**src/rtl/qsn_shift_sched_pc5.sv**
```systemverilog
// Shift-table scheduler for the Pc=5 quasi-cyclic shift network: walks one layer's
// circulant table and issues (left_sel, right_sel, merge_mask) per non-null entry.
// Optional feature macro: QSN_SHIFT_ACCUM_EN (differential shifting against the previous entry).
module qsn_shift_sched_pc5 #(
    parameter int Z          = 5,
    parameter int SEL_W      = 3,
    parameter int COL_NUM    = 8,
    parameter int ADDR_W     = 3,
    parameter int NULL_SHIFT = 7
) (
    input  logic              sys_clk,
    input  logic              rstn,
    input  logic              cfg_we,
    input  logic [ADDR_W-1:0] cfg_addr,
    input  logic [SEL_W-1:0]  cfg_shift,
    output logic              cfg_err,
    input  logic              start,
    output logic              busy,
    output logic              done,
    output logic              out_valid,
    input  logic              out_ready,
    output logic [ADDR_W-1:0] out_col,
    output logic [SEL_W-1:0]  left_sel,
    output logic [SEL_W-1:0]  right_sel,
    output logic [Z-1:0]      merge_mask
);

    localparam int IDX_W = ADDR_W + 1;
    localparam logic [SEL_W-1:0] NULL_CODE = SEL_W'(NULL_SHIFT);

    typedef enum logic [1:0] {S_IDLE, S_RUN, S_DONE} state_t;

    state_t             state_q, state_d;
    logic [IDX_W-1:0]   idx_q, idx_d;
    logic               valid_q, valid_d;
    logic [ADDR_W-1:0]  col_q, col_d;
    logic [SEL_W-1:0]   left_q, left_d;
    logic [SEL_W-1:0]   right_q, right_d;
    logic [Z-1:0]       mask_q, mask_d;
    logic               err_q, err_d;
    logic [SEL_W-1:0]   tbl_q [COL_NUM];

    logic               addr_ok, shift_ok, shift_null, wr_en;
    logic [SEL_W-1:0]   wr_data;
    logic               in_range, loadable;
    logic [SEL_W-1:0]   entry, eff_s, right_new;
    logic [SEL_W:0]     mask_lim;
    logic [Z-1:0]       mask_new;

    assign addr_ok    = IDX_W'(cfg_addr) < IDX_W'(COL_NUM);
    assign shift_ok   = cfg_shift < SEL_W'(Z);
    assign shift_null = cfg_shift == NULL_CODE;
    assign wr_en      = cfg_we && (state_q == S_IDLE) && addr_ok;
    assign wr_data    = shift_ok ? cfg_shift : NULL_CODE;
    assign err_d      = cfg_we && (!wr_en || (!shift_ok && !shift_null));

    always_ff @(posedge sys_clk or negedge rstn) begin
        if (!rstn) begin
            for (int i = 0; i < COL_NUM; i++) tbl_q[i] <= NULL_CODE;
        end else begin
            for (int i = 0; i < COL_NUM; i++)
                if (wr_en && cfg_addr == ADDR_W'(i)) tbl_q[i] <= wr_data;
        end
    end

    assign in_range = idx_q < IDX_W'(COL_NUM);

    always_comb begin
        entry = NULL_CODE;
        for (int i = 0; i < COL_NUM; i++)
            if (idx_q == IDX_W'(i)) entry = tbl_q[i];
    end

`ifdef QSN_SHIFT_ACCUM_EN
    // Messages already sit rotated by the previous entry, so only the delta is applied.
    logic [SEL_W-1:0] prev_q, prev_d;
    logic [SEL_W:0]   diff;
    assign diff  = {1'b0, entry} + (SEL_W+1)'(Z) - {1'b0, prev_q};
    assign eff_s = (diff >= (SEL_W+1)'(Z)) ? SEL_W'(diff - (SEL_W+1)'(Z)) : SEL_W'(diff);

    always_ff @(posedge sys_clk or negedge rstn) begin
        if (!rstn) prev_q <= '0;
        else       prev_q <= prev_d;
    end

    always_comb begin
        prev_d = prev_q;
        if (state_q == S_IDLE && start)
            prev_d = '0;
        else if (state_q == S_RUN && loadable && in_range && entry != NULL_CODE)
            prev_d = entry;
    end
`else
    assign eff_s = entry;
`endif

    assign right_new = (eff_s == '0) ? '0 : SEL_W'(Z) - eff_s;
    assign mask_lim  = (SEL_W+1)'(Z) - {1'b0, eff_s};

    generate
        for (genvar gi = 0; gi < Z; gi++) begin : g_mask
            assign mask_new[gi] = (SEL_W+1)'(gi) < mask_lim;
        end
    endgenerate

    assign loadable = !valid_q || out_ready;

    always_comb begin
        state_d = state_q;
        idx_d   = idx_q;
        valid_d = valid_q;
        col_d   = col_q;
        left_d  = left_q;
        right_d = right_q;
        mask_d  = mask_q;
        case (state_q)
            S_IDLE: begin
                if (start) begin
                    idx_d   = '0;
                    state_d = S_RUN;
                end
            end
            S_RUN: begin
                if (loadable) begin
                    valid_d = 1'b0;
                    if (!in_range) begin
                        state_d = S_DONE;
                    end else begin
                        idx_d = idx_q + 1'b1;
                        if (entry != NULL_CODE) begin
                            valid_d = 1'b1;
                            col_d   = ADDR_W'(idx_q);
                            left_d  = eff_s;
                            right_d = right_new;
                            mask_d  = mask_new;
                        end else if (idx_q == IDX_W'(COL_NUM - 1)) begin
                            // Trailing null entry: nothing pending, finish without an extra cycle.
                            state_d = S_DONE;
                        end
                    end
                end
            end
            S_DONE:  state_d = S_IDLE;
            default: state_d = S_IDLE;
        endcase
    end

    always_ff @(posedge sys_clk or negedge rstn) begin
        if (!rstn) begin
            state_q <= S_IDLE;
            idx_q   <= '0;
            valid_q <= 1'b0;
            col_q   <= '0;
            left_q  <= '0;
            right_q <= '0;
            mask_q  <= '0;
            err_q   <= 1'b0;
        end else begin
            state_q <= state_d;
            idx_q   <= idx_d;
            valid_q <= valid_d;
            col_q   <= col_d;
            left_q  <= left_d;
            right_q <= right_d;
            mask_q  <= mask_d;
            err_q   <= err_d;
        end
    end

    assign cfg_err    = err_q;
    assign busy       = state_q != S_IDLE;
    assign done       = state_q == S_DONE;
    assign out_valid  = valid_q;
    assign out_col    = col_q;
    assign left_sel   = left_q;
    assign right_sel  = right_q;
    assign merge_mask = mask_q;

endmodule

```
**config.mk**
```make
export PLATFORM = sky130hd
export DESIGN_NAME = qsn_shift_sched_pc5
export DESIGN_NICKNAME = d
export VERILOG_FILES = /design/src/rtl/qsn_shift_sched_pc5.sv
export SDC_FILE = /design/constraint.sdc
export NUM_CORES = 1
export LEC_CHECK = 0
export BUFFER_PORTS_ARGS = -buffer_cell sky130_fd_sc_hd__buf_2
export CAP_MARGIN = 20
export CORE_ASPECT_RATIO = 1.25
export CORE_UTILIZATION = 25
export DETAILED_ROUTE_END_ITERATION = 6
export PLACE_DENSITY = 0.48
export SYNTH_ARGS = -nofsm -noshare
export SYNTH_HDL_FRONTEND = slang
export SYNTH_SLANG_ARGS = --single-unit
```
**constraint.sdc**
```tcl
create_clock -name sys_clk -period 8.2 [get_ports sys_clk]
set_clock_uncertainty 0.15 [all_clocks]
set_input_delay 0.41 -clock sys_clk [delete_from_list [all_inputs] [get_ports sys_clk]]
set_output_delay 0.41 -clock sys_clk [all_outputs]
set_load 0.02 [all_outputs]
```
# --- Word level (Yosys, flattened, before mapping) ---
# Index checks and enable logic that the tools add are counted.
op_classes:
  addsub: 3
  n_mul: 0
  div: 0
  magnitude_cmp: 7
  eq_ne: 23
  shift: 0
  mux: 22
  bitwise: 0
  n_reduce_logical: 27
op_table:
  columns: ["op", "n"]
  rows:
  - ["$mux 3", 10]
  - ["$eq 4x3->1 const B", 4]
  - ["$eq 3x3->1 const B", 5]
  - ["$mux 4", 3]
  - ["$reduce_and 4->1", 3]
  - ["$logic_and 1x1->1", 11]
  - ["$mux 2", 5]
  - ["$ne 3x3->1 const B", 3]
  - ["$eq 4x2->1 const B", 2]
  - ["$lt 1x4->1 const A", 2]
  - ["$lt 2x4->1 const A", 2]
  - ["$pmux 4 s2", 1]
  - ["$eq 3x2->1 const B", 2]
  - ["$logic_not 3->1", 2]
  - ["$ne 2x2->1 const B", 3]
  - ["$add 4x1->4 const B", 1]
  - ["$eq 4x1->1 const B", 1]
  - ["$logic_not 1->1", 4]
  - ["$logic_not 4->1", 1]
  - ["$lt 3x4->1 const A", 1]
  - ["$lt 4x4->1 const B", 1]
  - ["$pmux 2 s2", 1]
  - ["$reduce_bool 2->1", 2]
  - ["$sub 3x3->4 const A", 1]
  - ["other kinds (9)", 11]
word_totals:
  register_bits: 46
  latch_bits: 0
  ramBits: 0
  rom_bits: 0
  input_bits: 11
  output_inout_bits: 18
  elab_cells: 98
  memories: 0

# --- Logic depth before layout (Yosys ltp) ---
# Gate-level depths: netlist of run 1.
depth:
  depth_word: 14
  mapped_depth: 12
  depth_no_buf: 11

# --- Worst setup path before layout of run 1 ---
# Ideal clock, no wire load.
synth_timing:
  path_kind: "register to register"
  startpoint: "register idx_q[0]"
  endpoint: "register mask_q[4], in the netlist merge_mask[4]"
  setup_ns: 0.090
  t_arrival_ns: 2.636
  required_time_ns: 7.960
  slack_ns: 5.324
  path_stages_with_launch: 12
  n_path_buf: 1
  period_less_slack_ns: 2.876
  path_cell_list: "dfrtp_1 > inv_1 > ha_1 > buf_6 > a2111oi_1 > o2bb2ai_2 > nand2_1 > inv_1 > ha_1 > or2_2 > or3_2 > o221ai_1"
synth_via:
  elab_chain_cells: 11
  word_cells_on_any_way: 21
  cone_classes: "add/sub: 1; order compare: 2; eq/ne: 8; mux: 8; reduce/logical: 2"
synth_lines:
  columns: ["item", "line", "source"]
  rows:
  - ["start, declared", "34", "logic [IDX_W-1:0] idx_q, idx_d;"]
  - ["start signal, assigned", "160", "idx_q <= idx_d;"]
  - ["$logic_not 4->1", "71", "if (idx_q == IDX_W'(i)) entry = tbl_q[i];"]
  - ["$mux 3 (7 in a row)", "71", null]
  - ["$mux 3 *", "71", null]
  - ["net eff_s[2]", "46", "logic [SEL_W-1:0] entry, eff_s, right_new;"]
  - ["$sub 3x3->4 / $ne 3x3->1 (equally long branches)", "98, 130", null]
  - ["$lt 3x4->1 / $reduce_and 4->1 (equally long branches)", null, null]
  - ["end signal, assigned", "165", "mask_q <= mask_d;"]
  - ["end, declared", "39", "logic [Z-1:0] mask_q, mask_d;"]
# Mark *: on every way through the listed nets, which the timed path passes. The rest lies on a longest branch.
# A chain may end at the register's enable or synchronous reset.

# --- Worst setup path after layout of run 1 ---
# Ends and elaborated chain as after synthesis.

==> results of run 1 <==
Yosys cell counts (2+ instances only):
cell | count | area [um^2]
nor2_1 | 15 | 56.30
nor2b_1 | 5 | 31.28
mux2_4 | 3 | 45.04
xor2_1 | 2 | 17.52
a21oi_1 | 13 | 65.06
nand2_1 | 29 | 108.9
dfstp_2 | 24 | 630.6
a22oi_1 | 2 | 15.01
a32oi_1 | 2 | 17.52
nand4_1 | 2 | 12.51
a31oi_1 | 2 | 12.51
nand3_1 | 5 | 25.02
mux2i_1 | 3 | 30.03
mux2_2 | 8 | 90.09
nor3_1 | 2 | 10.01
o21ai_0 | 19 | 95.09
dfrtp_1 | 22 | 550.5
o221ai_1 | 5 | 43.79
o21a_1 | 4 | 30.03
buf_6 | 3 | 33.78
and3_1 | 4 | 25.02
nand2b_1 | 4 | 25.02
clkbuf_1 | 3 | 11.26
nor4_1 | 2 | 12.51
o22a_2 | 2 | 20.02
inv_1 | 11 | 41.29
ha_1 | 6 | 75.07
final cells by class:
type                            instances  area (um^2)
Fill cell                            1024         6394
Clock inverter                          1        5.005
Multi-Input combinational cell        160         1075
Inverter                               12        45.04
Clock buffer                            7        142.6
Sequential cell                        46         1181
Tap cell                              123        153.9
Timing Repair Buffer                   30        177.7
what timing repair did:
item                      CTS  global route
hold endpoints to repair    0             1
hold buffers                0             1
buffers inserted            0             0
routing by layer:
layer / routed length, um / track usage (%) / up-vias
li1: - / - / 863
met1: 2415 / 14.22 / 817
met2: 2544 / 19.08 / 26
met3: 129 / 2.242 / 5
met4: 51 / 2.581 / 0
met5: 0 / 0 / -
metrics by stage:
stage | util [%] | power, mW
2_1_floorplan | - | 0.9452
3_3_place_gp | 28.29 | 1.087
3_5_place_dp | 28.29 | 1.092
4_1_cts | 29.90 | 1.298
5_1_grt | 30.31 | 1.395
6_report | 30.31 | 1.284
cells by family (layout without fill, tap and decap cells):
kind of cell | after synthesis | count (layout) | synth area share (%)
muxes | 14 | 14 | 6.999
DFF | 46 | 46 | 50.05
xor gates and xnor gates | 2 | 2 | 0.7424
buffers and inverters | 19 | 50 | 4.400
adders and majority gates | 6 | 6 | 3.181
AOI/OAI and AO/OA | 61 | 61 | 18.19
and+or+nand+nor | 77 | 77 | 16.44
critical path, stage by stage, from the launching register on:
cell and delay (ns):
dfrtp_1 0.43, inv_1 0.13, ha_1 0.36, nor2b_1 0.22, nor3_1 0.07, a32oi_1 0.36, nand2_1 0.26, inv_1 0.14
ha_1 0.27, or2_2 0.32, or3_2 0.40, o221ai_1 0.08
registers in the layout, indices dropped and copies added (netlist names):
| register | count |
|---|---|
| left_sel | 3 |
| out_valid | 1 |
| merge_mask | 5 |
| right_sel | 3 |
| state_q | 2 |
| tbl_q | 24 |
| cfg_err | 1 |
| idx_q | 4 |
| out_col | 3 |
worst paths after layout:
check	to	slack [ns]	cells past startpoint
max in group asynchronous	tbl_q[9]$_DFFE_PN1P_	6.81	3
min	idx_q[2]$_DFFE_PN0P_	0.20	2
min in group asynchronous	cfg_err$_DFF_PN0_	0.50	2
max reg2reg	merge_mask[4]$_DFFE_PN0P_	4.93	11
min reg2reg	tbl_q[6]$_DFFE_PN1P_	0.33	2
max	merge_mask[4]$_DFFE_PN0P_	4.93	11
power by group:
part | internal (mW) | leakage (nW) | total (mW) | switching (mW)
registers | 0.366 | 0.508 | 0.436 | 0.0706
logic | 0.267 | 0.582 | 0.646 | 0.379
clock network | 0.121 | 0.0739 | 0.202 | 0.0816
==> qor.yml, run 1 <==
setup_path:
  crit_required_ns: 8.24
  cp_max_fo: 9
  crit_arrival_ns: 3.31
  critPathLaunchType: "register"
  startpoint: "idx_q[0]$_DFFE_PN0P_"
  endpoint_kind: "register"
  rr_startpoint: "idx_q[0]$_DFFE_PN0P_"
  criticalPathCategory: "reg -> reg"
timing:
  finalSetupViolCount: 0
  fin_crit_ns: 3.268
  tightestPinTransition_ns: 0.7297
  rsz0062_at_grt: "no"
  post-route-period-util_pct: 39.85
  tns_ns: 0
  timing.fmax_ghz: 0.3060
  relSlewSlack_pct: 51.36
  finalHoldViolations: 0
  hold_ws_ns: 0.1980
  drv_slew: 0
  worst_slack_ns: 4.932
cts:
  cts_buffers: 5
  insertion_delay_ns: 0.28
  cts_root_buffer: "clkbuf_16"
  htreeDepth: 2
  clkTransAtPathRegs_ns: 0.06
  cts_resized: 0
  clockBufferDepth: 2
  cts_tree: "yes"
  cts.sinks: 46
finish:
  design_area_mm2: 0.002780
  drive_gt1_share_pct: 33.20
  layout_commonest_cell: "nand2_1"
  insertedDiodeCount: 0
  nNetsFinal: 272
  final_cells: 379
  area_delta_synth_final_pct: 17.82
  most-common-layout-cells: "nand2_1, buf_2, dfstp_2"
placement:
  dpl_cell_area_mm2: 0.002595
  gp_congestion: 0.7546
  dpl_worst_slack_ns: 4.975
  dp_cells: 369
  dp_hpwl_um: 3884
  io_buffers: 28
floorplan:
  die_w_um: 88.90
  initial_core_util_pct: 25.72
  placementRows: 39
  die_area_mm2: 0.009834
  core_mm2: 0.009174
  die_h_um: 110.6
  ioPinCount: 29
global_routing:
  grt_use_total_pct: 11.17
  grt_pass1_vias: 1637
  grt_max_degree: 47
  grt_pass1_wl_um: 8466
  overflow: 0
  antenna_found_initial: 0
yosys:
  synth.avg_cell_area_um2: 10.49
  synth_ff_type: "dfstp_2"
  ys_ff_latch: 46
  mappedNetlistNets: 242
  async_reset_ff_share_pct: 100.0
  yosys_warnings: 0
  syn-cell-area_mm2: 0.002360
  synth-edff-count: 0
  ys_seq_area_share_pct: 50.05
  synthCells: 225
  synth_cell_types: 50
routing:
  drtIter0Drc: 51
  route.antenna.remaining_nets: 0
  drt-vias-per-instance: 4.515
  drc_errors: 0
  vias: 1711
  wl_um: 5141
  dr.pass1.iters: 4
  wire_per_inst_um: 13.56
power_and_ir_drop:
  vdd_drop_max_uv: 121.4
  power_density_mw_per_mm2: 462.0
  p_leak_nw: 1.164
run:
  cap_violations: 0
run_status:
  outcome: "completed"
min_path:
  holdCritStartpoint: "start"
  hold_class: "in -> reg"
No activity file was read; power rests on OpenSTA's default activity.
==> run 2: changes to the inputs <==
Settings changed: ABC_AREA from default to 1.
Clock period 8.2 ns to 3.35 ns, I/O delays scaled along.
==> run 2 against run 1 <==
Compared with the run above:
- setup slack worse by 4.3 ns
- non-clock buffer count up 2
- maximum frequency up 21%
- die area up 1.3%
- sequential share of layout area down 1.0 points
- area after synthesis up 1.3%
- clock-buffer cell count up 1
- register-to-register slack worse by 4.3 ns
- critical path depth up 4
==> qor.yml, run 2 <==
run:
  cap_violations: 0  # unchanged
setup_path:
  reg2reg_slack_ns: 0.66  # was 4.93 ns
  rr_startpoint: "idx_q[1]$_DFFE_PN0P_"  # was idx_q[0]$_DFFE_PN0P_
  r2r-end: "merge_mask[0]$_DFFE_PN0P_"  # was merge_mask[4]$_DFFE_PN0P_
  reg2reg_depth: 15  # was 11
  endpoint_kind: "register"  # unchanged
  criticalPathCategory: "reg -> reg"  # unchanged
  critPathLaunchType: "register"  # unchanged
  crit_required_ns: 3.36  # was 8.24 ns
  cp_max_fo: 6  # was 9
  crit_arrival_ns: 2.70  # was 3.31 ns
timing:
  relSlewSlack_pct: 57.18  # was 51.36%
  rsz0062_at_grt: "no"  # unchanged
  finalSetupViolCount: 0  # unchanged
  tightestPinTransition_ns: 0.6374  # was 0.7297 ns
  finalHoldViolations: 0  # unchanged
  post-route-period-util_pct: 80.32  # was 39.85%
  drv_slew: 0  # unchanged
  fin_crit_ns: 2.691  # was 3.268 ns
  hold_ws_ns: 0.09843  # was 0.1980 ns
  tns_ns: 0  # unchanged
  timing.fmax_ghz: 0.3717  # was 0.3060 GHz
cts:
  htreeDepth: 2  # unchanged
  cts_tree: "yes"  # unchanged
  cts_root_buffer: "clkbuf_16"  # unchanged
  cts_buffers: 5  # unchanged
  clkTransAtPathRegs_ns: 0.06  # about the same
  insertion_delay_ns: 0.29  # was 0.28 ns
  cts_resized: 0  # unchanged
  cts.sinks: 46  # unchanged
  clockBufferDepth: 2  # unchanged
routing:
  dr.pass1.iters: 4  # unchanged
  vias: 1951  # was 1711
  drt-vias-per-instance: 4.223  # was 4.515
  drc_errors: 0  # unchanged
  wl_um: 5304  # was 5141 um
  wire_per_inst_um: 11.48  # was 13.56 um
  drtIter0Drc: 67  # was 51
  route.antenna.remaining_nets: 0  # unchanged
yosys:
  yosys-top-cells-area: "dfstp_2, dfrtp_1, nand2_1"  # unchanged
  mappedNetlistNets: 319  # was 242
  yosys.cell_count.top_type: "nand2_1"  # unchanged
  async_reset_ff_share_pct: 100.0  # unchanged
  yosys_warnings: 0  # unchanged
  synthCells: 302  # was 225
  ys_seq_area_share_pct: 49.40  # was 50.05%
  synth_ff_type: "dfstp_2"  # unchanged
  synth_commonest_cells: "nand2_1, inv_1, nor2_1"  # was nand2_1, dfstp_2, dfrtp_1
  synth.avg_cell_area_um2: 7.917  # was 10.49 um^2
  synth-edff-count: 0  # unchanged
  syn-cell-area_mm2: 0.002391  # was 0.002360 mm^2
  synth_top_area_share_pct: 26.37  # was 26.72%
  synth_top_cell_by_area: "dfstp_2"  # unchanged
  synth_cell_types: 23  # was 50
  ys_ff_latch: 46  # unchanged
floorplan:
  die_w_um: 89.47  # was 88.90 um
  placementRows: 39  # unchanged
  die_h_um: 111.3  # was 110.6 um
  die_area_mm2: 0.009962  # was 0.009834 mm^2
  initial_core_util_pct: 25.93  # was 25.72%
  core_mm2: 0.009223  # was 0.009174 mm^2
  ioPinCount: 29  # unchanged
finish:
  insertedDiodeCount: 0  # unchanged
  nNetsFinal: 355  # was 272
  fill_cells: 1001  # was 1024
  most-common-layout-cells: "nand2_1, inv_1, nor2_1"  # was nand2_1, buf_2, dfstp_2
  largest_reg_flops: 24  # unchanged
  final_cells: 462  # was 379
  drive_gt1_share_pct: 21.83  # was 33.20%
  area_delta_synth_final_pct: 19.10  # was 17.82%
  layout_commonest_cell: "nand2_1"  # unchanged
  design_area_mm2: 0.002848  # was 0.002780 mm^2
  regMostFlops: "tbl_q"  # unchanged
placement:
  gp_congestion: 0.7636  # was 0.7546
  io_buffers: 28  # unchanged
  dp_hpwl_um: 4039  # was 3884 um
  dp_cells: 450  # was 369
  dpl_cell_area_mm2: 0.002651  # was 0.002595 mm^2
min_path:
  holdPathEnd: "cfg_err$_DFF_PN0_"  # was idx_q[2]$_DFFE_PN0P_
  hold_path_depth: 4  # was 2
  holdCritStartpoint: "cfg_shift[0]"  # was start
  hold_class: "in -> reg"  # unchanged
global_routing:
  grt_use_total_pct: 11.79  # was 11.17%
  grt_max_degree: 47  # unchanged
  antenna_found_initial: 0  # unchanged
  grt_pass1_vias: 1864  # was 1637
  overflow: 0  # unchanged
  grt_pass1_wl_um: 8921  # was 8466 um
power_and_ir_drop:
  vdd_drop_max_uv: 243.6  # was 121.4 uV
  p_total_mw: 3.036  # was 1.284 mW
  power_density_mw_per_mm2: 1066  # was 462.0 mW/mm^2
  p_leak_nw: 1.382  # was 1.164 nW
run_status:
  outcome: "completed"  # unchanged
## run 2: power by group
group / internal, mW / switching (mW)
logic: 0.488 / 0.974
registers: 0.928 / 0.145
clock network: 0.298 / 0.202
## run 2: repair_timing
action | in CTS | in global routing
hold buffers | 3 | 0
buffers inserted | 0 | 0
endpoints found under the hold margin | 25 | 0
## run 2: metrics by stage
step / worst slack (ns) / util (%)
after floorplan: 1.020 / -
after global placement: 0.7438 / 28.75
after detailed placement: 0.6841 / 28.75
after CTS: 0.6605 / 30.66
after global routing: 0.4678 / 30.88
final: 0.6594 / 30.88
## run 2: worst max path at each step
stage / depth (start not counted) / end / slack, ns / from
after floorplan: 17 / merge_mask[0]$_DFFE_PN0P_ / 1.02 / idx_q[1]$_DFFE_PN0P_
after global placement: 17 / merge_mask[0]$_DFFE_PN0P_ / 0.74 / idx_q[1]$_DFFE_PN0P_
after detailed placement: 17 / merge_mask[0]$_DFFE_PN0P_ / 0.68 / idx_q[1]$_DFFE_PN0P_
after CTS: 15 / merge_mask[0]$_DFFE_PN0P_ / 0.66 / idx_q[1]$_DFFE_PN0P_
after global routing: 14 / merge_mask[0]$_DFFE_PN0P_ / 0.47 / idx_q[1]$_DFFE_PN0P_
final: 15 / merge_mask[0]$_DFFE_PN0P_ / 0.66 / idx_q[1]$_DFFE_PN0P_
## run 2: final cells by class
cell class / instances / area, um^2 / share of cell area [%]
sequential: 46 / 1181 / 41.48
clock buffer: 8 / 146.4 / 5.141
multi-input combinational: 203 / 988.4 / 34.71
timing repair buffer: 32 / 190.2 / 6.678
inverter: 50 / 187.7 / 6.591
tap: 123 / 153.9 / 5.404
## run 2: kinds of logic after synthesis
family                   Yosys count  synth area share (%)
adder cells (fa/ha/maj)            6                 3.140
AND/OR/NAND/NOR                  142                 25.64
AO/OA/AOI/OAI                     55                 12.56
flip-flops                        46                 49.40
buffers and inverters             53                 9.262
## run 2: layer usage
layer	global-route usage, %	share of wire, %	wire [um]
met1	14.13	46	2448
met2	19.54	49	2586
met3	3.336	3.0	160
met4	4.762	2.1	109
met5	0	0	0
## run 2: critical path, stage by stage, from the launching register on
cell,delay [ns]
dfrtp_1,0.42
inv_1,0.13
ha_1,0.28
inv_1,0.11
nor2_2,0.21
inv_1,0.08
o21ai_1,0.11
inv_1,0.04
nand2_1,0.06
nand2_1,0.05
nand2_1,0.14
inv_1,0.10
ha_1,0.31
inv_1,0.08
nor3_1,0.18
o21ai_0,0.10
==> run 3: changes to the inputs <==
Settings changed: ABC_AREA 1 to 0, PLACE_DENSITY 0.48 to 0.49.
Clock period 3.35 ns to 2.35 ns, I/O delays scaled along.
==> run 3 against run 2 <==
Compared with the run above:
- global-route usage is 0.81 points higher
- via count fell by 4.6%
- the run now ends with setup timing left
- routed wire length rose by 9.1%
- design area rose by 12%
- final cell count decreased by 11%
- worst hold slack got worse by 0.096 ns
- critical path depth is 4 lower
- flip-flop and latch count did not move
- utilization rose by 4.0 points
- setup slack lost 0.82 ns
- critical path type unchanged
- clock-buffer cell count shrank 3
==> qor.yml, run 3 (synthesized netlist as in run 1, its figures left out) <==
finish:
  largest_reg_flops: 24  # unchanged
  drive_gt1_share_pct: 48.61  # was 21.83%
  insertedDiodeCount: 0  # unchanged
  final_cells: 411  # was 462
  regMostFlops: "tbl_q"  # unchanged
  nNetsFinal: 304  # was 355
  area_delta_synth_final_pct: 35.53  # was 19.10%
  most-common-layout-cells: "buf_2, buf_4, nand2_1"  # was nand2_1, inv_1, nor2_1
  final_util_pct: 34.86  # was 30.88%
global_routing:
  grt_max_degree: 31  # was 47
  grt_pass1_vias: 1836  # was 1864
  grt_pass1_wl_um: 9453  # was 8921 um
  antenna_found_initial: 0  # unchanged
  overflow: 0  # unchanged
  grt_use_total_pct: 12.59  # was 11.79%
placement:
  gp_congestion: 0.8250  # was 0.7636
  dp_hpwl_um: 4465  # was 4039 um
  io_buffers: 28  # unchanged
  dp_cells: 394  # was 450
  dpl_worst_slack_ns: -0.1873  # was 0.6841 ns
setup_path:
  cp_top_family: "simple AND/OR/NAND/NOR gates"  # unchanged
  crit_arrival_ns: 2.57  # was 2.70 ns
  worst_path_max_delay_cell: "dfrtp_2"  # was dfrtp_1
  reg2reg_slack_ns: -0.16  # was 0.66 ns
  rr_startpoint: "idx_q[0]$_DFFE_PN0P_"  # was idx_q[1]$_DFFE_PN0P_
  cp-endpoint: "merge_mask[4]$_DFFE_PN0P_"  # was merge_mask[0]$_DFFE_PN0P_
  critPathLaunchType: "register"  # unchanged
  endpoint_kind: "register"  # unchanged
  crit_required_ns: 2.41  # was 3.36 ns
  startpoint: "idx_q[0]$_DFFE_PN0P_"  # was idx_q[1]$_DFFE_PN0P_
  critical_path_depth: 11  # was 15
  reg2reg_depth: 11  # was 15
  crit_top_cell: "ha_4"  # was inv_1
  r2r-end: "merge_mask[4]$_DFFE_PN0P_"  # was merge_mask[0]$_DFFE_PN0P_
  cpPeakStageDelay_ns: 0.48  # was 0.42 ns
  worstPathBufferInverterCount: 2  # was 6
  path_cells: "inv_4 > ha_4 > nor2b_4 > nor3_2 > a32oi_2 > nand2_2 > inv_2 > ha_4 > or2_4 > or3_4 > o221ai_2"  # was inv_1 > ha_1 > inv_1 > nor2_2 > inv_1 > o21ai_1 > inv_1 > nand2_1 > nand2_1 > nand2_1 > inv_1 > ha_1 > inv_1 > nor3_1 > o21ai_0
  cp_max_fo: 7  # was 6
  criticalPathCategory: "reg -> reg"  # unchanged
power_and_ir_drop:
  switchingPower_mw: 2.243  # was 1.322 mW
  power_density_mw_per_mm2: 1748  # was 1066 mW/mm^2
  internal_power_mw: 3.346  # was 1.714 mW
  power.share.clock_pct: 12.6  # was 16.5%
  vdd_drop_max_uv: 513.9  # was 243.6 uV
  power_frac_seq_pct: 28.0  # was 35.4%
  power_frac_comb_pct: 59.4  # was 48.2%
  p_leak_nw: 1.338  # was 1.382 nW
  netSwitchingFraction_pct: 40.13  # was 43.54%
run_status:
  violations: "setup timing"
  outcome: "complete, but fails checks"  # was completed
timing:
  fin_crit_ns: 2.506  # was 2.691 ns
  tightestPinTransition_ns: 0.7226  # was 0.6374 ns
  worst_slack_ns: -0.1564  # was 0.6594 ns
  finalHoldViolations: 0  # unchanged
  timing.fmax_ghz: 0.3990  # was 0.3717 GHz
  tns_ns: -1.149  # was 0 ns
  drv_slew: 0  # unchanged
  rsz0062_at_grt: "yes"  # was no
  relSlewSlack_pct: 51.83  # was 57.18%
  finalSetupViolCount: 11  # was 0
  post-route-period-util_pct: 106.7  # was 80.32%
min_path:
  hold_class: "in -> reg"  # unchanged
routing:
  wire_per_inst_um: 14.09  # was 11.48 um
  route.antenna.remaining_nets: 0  # unchanged
  drc_errors: 0  # unchanged
  dr.pass1.iters: 4  # unchanged
  wl_um: 5789  # was 5304 um
  vias: 1861  # was 1951
  drtIter0Drc: 32  # was 67
  drt-vias-per-instance: 4.528  # was 4.223
cts:
  insertion_delay_ns: 0.29  # about the same
  clockBufferDepth: 2  # unchanged
  clkTransAtPathRegs_ns: 0.07  # was 0.06 ns
  cts_buffers: 5  # unchanged
  cts_tree: "yes"  # unchanged
  htreeDepth: 2  # unchanged
  cts.sinks: 46  # unchanged
  cts_root_buffer: "clkbuf_16"  # unchanged
floorplan:
  die_h_um: 110.6  # was 111.3 um
  ioPinCount: 29  # unchanged
  placementRows: 39  # unchanged
  core_mm2: 0.009174  # was 0.009223 mm^2
  die_w_um: 88.90  # was 89.47 um
  die_area_mm2: 0.009834  # was 0.009962 mm^2
  initial_core_util_pct: 25.72  # was 25.93%
run:
  cap_violations: 0  # unchanged
run 3: timing repair:
item / 4_1_cts / 5_1_grt
buffers inserted: 3 / 2
setup endpoints to repair: 12 / 16
hold buffers: 4 / 0
endpoints found under the hold margin: 20 / 0
resized for setup: 4 / 11
pin swaps: 4 / 6
run 3: through the flow:
stage               power (mW)  area [um^2]  hold WS [ns]
floorplan                3.534         2475       -0.3281
global placement         4.586         2910      -0.08692
detailed placement       4.609         2910      -0.09132
CTS                      5.436         3132      0.005291
global route             6.037         3198       0.05208
finish                   5.589         3198      0.002535
run 3: worst min path at each step:
stage | from | to | slack, ns | cells after the start
5_1_grt | cfg_shift[0] | cfg_err$_DFF_PN0_ | 0.05 | 4
3_5_place_dp | rstn | out_col[2]$_DFFE_PN0P_ | -0.09 | 1
2_1_floorplan | rstn | cfg_err$_DFF_PN0_ | -0.33 | 0
4_1_cts | cfg_shift[1] | cfg_err$_DFF_PN0_ | 0.005 | 4
3_3_place_gp | rstn | out_col[2]$_DFFE_PN0P_ | -0.09 | 1
6_report | cfg_shift[1] | cfg_err$_DFF_PN0_ | 0.003 | 4
run 3: final cells by class:
type	count	area, um^2
Tap cell	123	153.9
Multi-Input combinational cell	160	1246
Clock inverter	3	20.02
Fill cell	962	5976
Clock buffer	5	125.1
Sequential cell	46	1184
Timing Repair Buffer	62	421.7
Inverter	12	47.55
run 3: metal layers:
layer	vias up	part of all wire, %	GRT usage [%]
met5	-	0	0
met4	0	1.5	3.548
met3	9	2.8	2.466
met2	28	51	21.49
met1	898	45	15.81
li1	926	-	-
run 3: worst reg2reg max path: stages, from the launching register on:
cell,delay (ns)
dfrtp_2,0.48
inv_4,0.11
ha_4,0.20
nor2b_4,0.20
nor3_2,0.05
a32oi_2,0.23
nand2_2,0.10
inv_2,0.09
ha_4,0.20
or2_4,0.23
or3_4,0.32
o221ai_2,0.06
run 3: power by group through the flow:
stage	Clock [mW]	Sequential, mW	Combinational (mW)
after floorplan	0	1.64	1.89
after global placement	0	1.57	3.01
after detailed placement	0	1.58	3.03
after CTS	0.723	1.57	3.15
after global routing	0.756	1.62	3.66
final	0.705	1.57	3.32
